--- src/rtl/display_sched_pkg.sv ---
// Shared types, reset constants and the leading-zero blanking helper
// for the register write-back display scheduler.
package display_sched_pkg;

   typedef enum logic {IDLE = 1'b0, HOLD = 1'b1} state_t;

   typedef logic [3:0] nibble_t;

   localparam nibble_t    RST_DIGIT = 4'hF;
   localparam logic [7:0] RST_BLANK = 8'hFF;

   // Digit i (i >= 1) is blanked when every nibble from i upwards is zero;
   // digit 0 always lights so a zero value still shows a single "0".
   function automatic logic [7:0] lz_blank(input logic [31:0] data);
      logic [7:0] blank;
      blank = 8'h00;
      for (int i = 1; i < 8; i++) begin
         blank[i] = ((data >> (4 * i)) == 32'h0000_0000);
      end
      return blank;
   endfunction

endpackage

--- src/rtl/display_sched_wb_fifo.sv ---
// Synchronous first-word-fall-through FIFO holding queued write-back values.
// Push into a full FIFO is only taken when a pop frees a slot in the same cycle.
module wb_fifo #(
   parameter int DEPTH = 4
) (
   input  logic                     clk,
   input  logic                     rst,
   input  logic                     push,
   input  logic                     pop,
   input  logic [31:0]              din,
   output logic [31:0]              dout,
   output logic                     full,
   output logic                     empty,
   output logic [$clog2(DEPTH):0]   count
);

   localparam int AW = $clog2(DEPTH);
   localparam int CW = AW + 1;
   localparam logic [CW-1:0] FULL_CNT = CW'(DEPTH);

   logic [31:0]   mem_r [DEPTH];
   logic [AW-1:0] wr_ptr_r;
   logic [AW-1:0] rd_ptr_r;
   logic [CW-1:0] count_r;
   logic          wr_en_s;
   logic          rd_en_s;

   assign full    = (count_r == FULL_CNT);
   assign empty   = (count_r == '0);
   assign count   = count_r;
   assign dout    = mem_r[rd_ptr_r];
   assign rd_en_s = pop && !empty;
   assign wr_en_s = push && (!full || rd_en_s);

   // Pointer and occupancy bookkeeping.
   always_ff @(posedge clk) begin
      if (rst) begin
         wr_ptr_r <= '0;
         rd_ptr_r <= '0;
         count_r  <= '0;
      end else begin
         if (wr_en_s) begin
            wr_ptr_r <= wr_ptr_r + AW'(1);
         end
         if (rd_en_s) begin
            rd_ptr_r <= rd_ptr_r + AW'(1);
         end
         case ({wr_en_s, rd_en_s})
            2'b10:   count_r <= count_r + CW'(1);
            2'b01:   count_r <= count_r - CW'(1);
            default: count_r <= count_r;
         endcase
      end
   end

   // Storage array; contents need no reset because count gates every read.
   always_ff @(posedge clk) begin
      if (wr_en_s) begin
         mem_r[wr_ptr_r] <= din;
      end
   end

endmodule

--- src/rtl/display_sched.sv ---
// Queues CPU register write-back values and shows each on the eight-digit
// display for a minimum hold time, with leading-zero blanking and overflow flag.
module display_sched
   import display_sched_pkg::*;
#(
   parameter int HOLD_CYCLES = 50_000_000,
   parameter int FIFO_DEPTH  = 4,
   parameter int BLANK_LZ    = 1
) (
   input  logic                          clk,
   input  logic                          rst,
   input  logic                          wb_valid,
   input  logic [4:0]                    wb_rd,
   input  logic [31:0]                   wb_data,
   input  logic                          ovf_clr,
   output logic [3:0]                    digit_value [7:0],
   output logic [7:0]                    digit_blank,
   output logic                          overflow,
   output logic                          busy,
   output logic [$clog2(FIFO_DEPTH):0]   fifo_count
);

   localparam int          CW        = $clog2(FIFO_DEPTH) + 1;
   localparam logic [31:0] HOLD_LOAD = 32'(HOLD_CYCLES - 1);

   state_t        state_r;
   state_t        state_nxt_s;
   logic [31:0]   hold_cnt_r;
   logic [31:0]   hold_nxt_s;
   logic          push_s;
   logic          load_s;
   logic          full_s;
   logic          empty_s;
   logic [31:0]   fifo_dout_s;
   logic [CW-1:0] count_s;

   assign push_s     = wb_valid && (wb_rd != 5'd0);
   assign busy       = (state_r == HOLD) || (count_s != '0);
   assign fifo_count = count_s;

   wb_fifo #(
      .DEPTH (FIFO_DEPTH)
   ) u_fifo (
      .clk   (clk),
      .rst   (rst),
      .push  (push_s),
      .pop   (load_s),
      .din   (wb_data),
      .dout  (fifo_dout_s),
      .full  (full_s),
      .empty (empty_s),
      .count (count_s)
   );

   // Next-state logic: a pop always coincides with a digit load.
   always_comb begin
      state_nxt_s = state_r;
      hold_nxt_s  = hold_cnt_r;
      load_s      = 1'b0;
      case (state_r)
         IDLE: begin
            if (!empty_s) begin
               load_s      = 1'b1;
               hold_nxt_s  = HOLD_LOAD;
               state_nxt_s = HOLD;
            end else begin
               state_nxt_s = IDLE;
            end
         end
         HOLD: begin
            if (hold_cnt_r != 32'd0) begin
               hold_nxt_s = hold_cnt_r - 32'd1;
            end else if (!empty_s) begin
               load_s     = 1'b1;
               hold_nxt_s = HOLD_LOAD;
            end else begin
               state_nxt_s = IDLE;
            end
         end
         default: begin
            state_nxt_s = IDLE;
            hold_nxt_s  = 32'd0;
         end
      endcase
   end

   // FSM, hold counter, digit registers and sticky overflow.
   always_ff @(posedge clk) begin
      if (rst) begin
         state_r     <= IDLE;
         hold_cnt_r  <= 32'd0;
         overflow    <= 1'b0;
         digit_blank <= RST_BLANK;
         for (int i = 0; i < 8; i++) begin
            digit_value[i] <= RST_DIGIT;
         end
      end else begin
         state_r    <= state_nxt_s;
         hold_cnt_r <= hold_nxt_s;
         if (load_s) begin
            for (int i = 0; i < 8; i++) begin
               digit_value[i] <= fifo_dout_s[4*i +: 4];
            end
            digit_blank <= (BLANK_LZ != 0) ? lz_blank(fifo_dout_s) : 8'h00;
         end
         // A dropped event wins over a simultaneous clear.
         if (push_s && full_s && !load_s) begin
            overflow <= 1'b1;
         end else if (ovf_clr) begin
            overflow <= 1'b0;
         end else begin
            overflow <= overflow;
         end
      end
   end

endmodule

--- config.mk ---
export PLATFORM = sky130hd
export DESIGN_NAME = display_sched
export DESIGN_NICKNAME = d
export VERILOG_FILES = /design/src/rtl/display_sched_pkg.sv /design/src/rtl/display_sched_wb_fifo.sv /design/src/rtl/display_sched.sv
export SDC_FILE = /design/constraint.sdc
export NUM_CORES = 1
export LEC_CHECK = 0
export CORE_UTILIZATION = 55
export CTS_CLUSTER_DIAMETER = 40
export CTS_CLUSTER_SIZE = 24
export DETAILED_ROUTE_END_ITERATION = 10
export PLACE_DENSITY = 0.87
export SLEW_MARGIN = 10
export SYNTH_ARGS = -nofsm -noshare
export SYNTH_HDL_FRONTEND = slang
export SYNTH_SLANG_ARGS = --single-unit
--- constraint.sdc ---
create_clock -name clk -period 6.85 [get_ports clk]
set_input_delay 1.37 -clock clk [delete_from_list [all_inputs] [get_ports clk]]
set_output_delay 1.37 -clock clk [all_outputs]
set_load 0.01 [all_outputs]
======== After elaboration in Yosys (flattened, before gate mapping) ========
Memory sizes are Yosys's and may differ from the RTL's. A register that Yosys moved wholly into a read port is not among the register bits.
Cells that the tools add are included.
word-level totals
  bits in registers ....................... 81
  RAM bits ................................ 128
  input port bits ......................... 41
  word-level logic and storage cells ...... 63
  memories ................................ 1
memories
  memory        depth  width  rd ports  clocked after memory_dff  write ports  RTL line                     text
  u_fifo.mem_r  4      32     1         1                         1            display_sched_wb_fifo.sv:21  logic [31:0] mem_r [DEPTH];
operators by class
  add/sub/neg operators ................... 5
  eq/ne operators ......................... 3
  muxes and demuxes ....................... 15
  bitwise operators ....................... 1
  reduce and logical (&&, ||, !) cells .... 23
operators by type and width
  cell                   number
  $logic_not 32->1       7
  $mux 32                2
  $pmux 32 s2            1
  $reduce_bool 32->1     1
  $sub 32x1->32 const B  1
  $mux 1                 7
  $pmux 3 s2             1
  $logic_and 1x1->1      5
  $reduce_bool 5->1      1
  $add 2x1->2 const B    2
  $mux 2                 2
  $pmux 1 s2             2
  $reduce_bool 2->1      2
  $add 3x1->3 const B    1
  $eq 3x3->1 const B     1
  $logic_not 1->1        3
  $logic_not 3->1        1
  $reduce_bool 3->1      1
  $sub 3x1->3 const B    1
  $eq 2x1->1 const B     1
  $eq 2x2->1 const B     1
  $logic_or 1x1->1       2
  $not 1->1              1

======== Longest topological paths before layout ========
  depth after elaboration ................. 9
  depth in mapped cells ................... 15
  depth with buffers taken out ............ 13

======== Hierarchy ========
Synthesis repeated with hierarchy kept, for this count alone.
unflattened totals
  cell total of the unflattened synthesis .. 650
  area total of the unflattened synthesis .. 8677.1 um^2
modules (own cells, without submodules)
  module         instances  cells an instance  area each (um^2)  sequential area each (um^2)
  wb_fifo        1          226                5143.7            4023.9
  display_sched  1          424                3533.4            1481.4

======== Worst setup path before layout ========
OpenSTA, ideal clock, no wires.
  kind .................................... input-to-reg
  start point ............................. in wb_rd[0]
  end point ............................... reg u_fifo.count_r[2], in the netlist u_fifo.count[2]
  arrival time ............................ 3.448 ns
  slack ................................... 3.332 ns
  cell stages on the path ................. 10
  cells stage by stage .................... or4_1 -> o21ai_0 -> a31oi_2 -> inv_1 -> ha_1 -> inv_1 -> fa_1 -> xor2_1 -> or3_1 -> a21oi_1
between the ends
  word-level cells in the longest chain between the ends .. 5
RTL lines
  what                                             RTL line                     text
  start, declared                                  display_sched.sv:13          input logic [4:0] wb_rd,
  $reduce_bool 5->1 (*)                            display_sched.sv:37          assign push_s = wb_valid && (wb_rd != 5'd0);
  $logic_and 1x1->1 (*)                            display_sched.sv:37
  $logic_and 1x1->1 (*)                            display_sched_wb_fifo.sv:33  assign wr_en_s = push && (!full || rd_en_s);
  $eq 2x1->1 or $eq 2x2->1 (tied branches)         display_sched_wb_fifo.sv:48  case ({wr_en_s, rd_en_s})
  $pmux 3 s2 or $reduce_bool 2->1 (tied branches)  --
  end signal, assigned                             display_sched_wb_fifo.sv:49  2'b10: count_r <= count_r + CW'(1);
  end signal, assigned                             display_sched_wb_fifo.sv:50  2'b01: count_r <= count_r - CW'(1);
  end signal, assigned                             display_sched_wb_fifo.sv:51  default: count_r <= count_r;
  end, declared                                    display_sched_wb_fifo.sv:24  logic [CW-1:0] count_r;
Mark *: on every way between the ends. The rest lies on a longest branch, timed or not.
A chain may end at the register's enable or synchronous reset.

======== Final worst setup path ========
  start point ............................. reg u_fifo.count_r[0], in the netlist u_fifo.count[0]
  end point ............................... out busy
between the ends
  word-level cells in the longest chain between the ends .. 2
RTL lines
  what               RTL line             text
  $reduce_bool 3->1  display_sched.sv:38  assign busy = (state_r == HOLD) || (count_s != '0);
  $logic_or 1x1->1   display_sched.sv:38
  end, declared      display_sched.sv:19  output logic busy,
No other way between the ends.

==> impl_metrics.csv <==
group,metric,value,unit
status,run_status,"finished with violations",
status,violations,"design-rule violations",
die,start_util,0.568,
route,ant_nets,0,
yosys,ys_warn_count,0,
route,drt_iter0_markers,409,
route,first_pass_iters,8,
route,drc,7,
final_layout,final_area,10200,um2
clock_network,cts_htree_levels,1,
place,postPlaceCellArea,9310,um2
yosys,synth_edf_count,128,
timing,setup_viol,0,
power,power.density,470,nW/um2
clock_network,cts_buffers,27,
critical_path,crit_chain,"nor3_1 -> nand2b_1 -> clkdlybuf4s50_1",
clock_network,clock_latency,0.53,ns
grt,grt_pass1_wl,29600,um
yosys,async_flop_share,0,
grt,grtUsageTotal,0.243,
clock_network,clockBufferDepth,3,
clock_network,holdBufCountCts,0,
clock_network,cts_tree,"done",
critical_path,worst_ep_arrival_time,2.44,ns
timing,tightest_slew,1.03,ns
yosys,synth.distinct_cells,54,
job,drv_cap,0,
final_layout,drive_gt1_frac,0.157,
critical_path,worstPathBufferInverterCount,1,
timing,timing.final.crit_share,0.556,
die,io_pins,86,
grt,antenna_found_initial,0,
final_layout,final_common_cell,"edfxtp_1",
yosys,synthCells,595,
grt,grt-ovfl-total,0,
clock_network,cts_setup_buffers,0,
place,gp_congestion,0.798,
power,peakVddDrop,0.308,mV
timing,max_freq,0.263,GHz
die,core-area,14600,um2
critical_path,crit_family,"simple AND/OR/NAND/NOR gates",
final_layout,layout_common_cells,"edfxtp_1 (128), clkdlybuf4s50_1 (84), dfxtp_1 (82), nand2_1 (79), nand3b_1 (34)",
timing,slew_headroom,0.309,
clock_network,clkSinkCount,211,
timing,tns,0,ns
route,vias,5405,
route,vias_per_cell,6.07,
critical_path,cp_max_fo,6,
yosys,synth_top_flop_cell,"edfxtp_1",
die,die_height,125,um
yosys,syn_nets,644,
yosys,syn_area_per_cell,14.0,um2
final_layout,n_antenna_cell,0,
yosys,syn_area,8320,um2
power,power.leakage,0.00356,uW
timing,drv_slew,0,
clock_network,clkTransAtPathRegs,0.05,ns
grt,grt_pass1_vias,5650,
final_layout,seqCellArea,5510,um2
timing,clock_skew,0.0279,ns
critical_path,cp.required,5.48,ns
yosys,seq_area_frac_synth,0.662,
die,num_rows,44,
final_layout,fillers,903,
route,wire_per_inst,21.0,um
place,hpwl,10800,um
critical_path,slowest_delay,0.85,ns
yosys,yosys_register_bits,211,
timing,rsz0062_at_grt,"no",
place,port_buffers,85,
min_path,hold_path.class,"register to register",
critical_path,worstSetupStartpointType,"register",
timing,finalHoldViolCount,0,
clock_network,cts_root_buf,"clkbuf_16",
route,wl,18700,um
grt,grt_max_degree,83,
critical_path,slowest_stage,"nor3_1",
final_layout,syn_to_final_growth,23.0,%
clock_network,post_cts_resized,0,
timing,hold-worst-slack,0.455,ns
die,die_area,15600,um2
critical_path,critPathCaptureType,"output pin",
final_layout,finalNetCount,735,
critical_path,path_class,"register to output pin",
die,die_w,125,um
final_layout,multiInputGateArea,2640,um2
timing,fin_crit,3.81,ns
-- logic make-up (layout without fill, tap and decap cells) --
group                    after synthesis  count (layout)  synth area share
buffers and inverters                 40             152            0.0229
multiplexers                          35              35            0.0906
AO/OA/AOI/OAI                         68              68            0.0543
AND/OR/NAND/NOR                      221             221             0.145
adder cells (fa/ha/maj)                8               8            0.0129
XOR/XNOR                              12              12            0.0126
flip-flops                           211             211             0.662
-- sequential cells by signal (all words and copies together), names as in the netlist, named ones only --
| register | count |
|---|---|
| state_r | 1 |
| u_fifo.mem_r | 128 |
| overflow | 1 |
| hold_cnt_r | 32 |
| digit_blank | 8 |
| u_fifo.rd_ptr_r | 2 |
| u_fifo.wr_ptr_r | 2 |
| digit_value | 32 |
| u_fifo.count | 3 |
-- cells in the mapped netlist (11+ instances only) --
cell,instances,area share
edfxtp_1,128,0.46
dfxtp_1,83,0.20
nand2_1,80,0.036
nand3b_1,34,0.031
mux4_2,32,0.087
nor2_1,28,0.013
a21oi_1,24,0.014
nor3_1,17,0.010
buf_2,14,0.0084
o21ai_0,13,0.0078
nor4_1,12,0.0090
clkbuf_1,11,0.0050
-- per-layer routing --
| layer | vias to the layer above | track usage | share of wire |
|---|---|---|---|
| li1 | 2434 | - | - |
| met1 | 2692 | 0.291 | 0.38 |
| met2 | 223 | 0.440 | 0.53 |
| met3 | 56 | 0.0428 | 0.058 |
| met4 | 0 | 0.0897 | 0.032 |
| met5 | - | 0 | 0 |
-- path summary, 6_finish.rpt --
kind                                start                      endpoint  slack [ns]  depth (start not counted)
max reg2reg     hold_cnt_r[12]$_SDFF_PP0_  u_fifo.count[2]$_SDFFE_PP0P_        3.31                         12
min           digit_blank[0]$_SDFFE_PP1N_   digit_blank[0]$_SDFFE_PP1N_        0.46                          1
min reg2reg   digit_blank[0]$_SDFFE_PP1N_   digit_blank[0]$_SDFFE_PP1N_        0.46                          1
max          u_fifo.count[0]$_SDFFE_PP0P_                          busy        3.04                          3
-- stage by stage --
step / total power [uW] / cells / setup WS (ns) / util
after global routing: 5020 / 891 / 2.95 / 0.699
after detailed placement: 3370 / 841 / 2.67 / 0.636
final: 4810 / 891 / 3.04 / 0.699
after CTS: 4820 / 891 / 3.07 / 0.699
after global placement: 3270 / 841 / 2.83 / 0.636
after floorplan: 2790 / 595 / 3.33 / -
-- report_power, final --
group	switching (uW)	internal, uW	leakage (uW)
Clock	585	830	0.000445
Sequential	210	1610	0.00186
Combinational	891	682	0.00125
-- final cells by class --
type / instances / area share
Clock buffer: 30 / 0.0671
Clock inverter: 20 / 0.0230
Inverter: 10 / 0.00367
Multi-Input combinational cell: 344 / 0.258
Sequential cell: 211 / 0.538
Tap cell: 184 / 0.0225
Timing Repair Buffer: 92 / 0.0878
No activity file was read; power rests on OpenSTA's default activity.
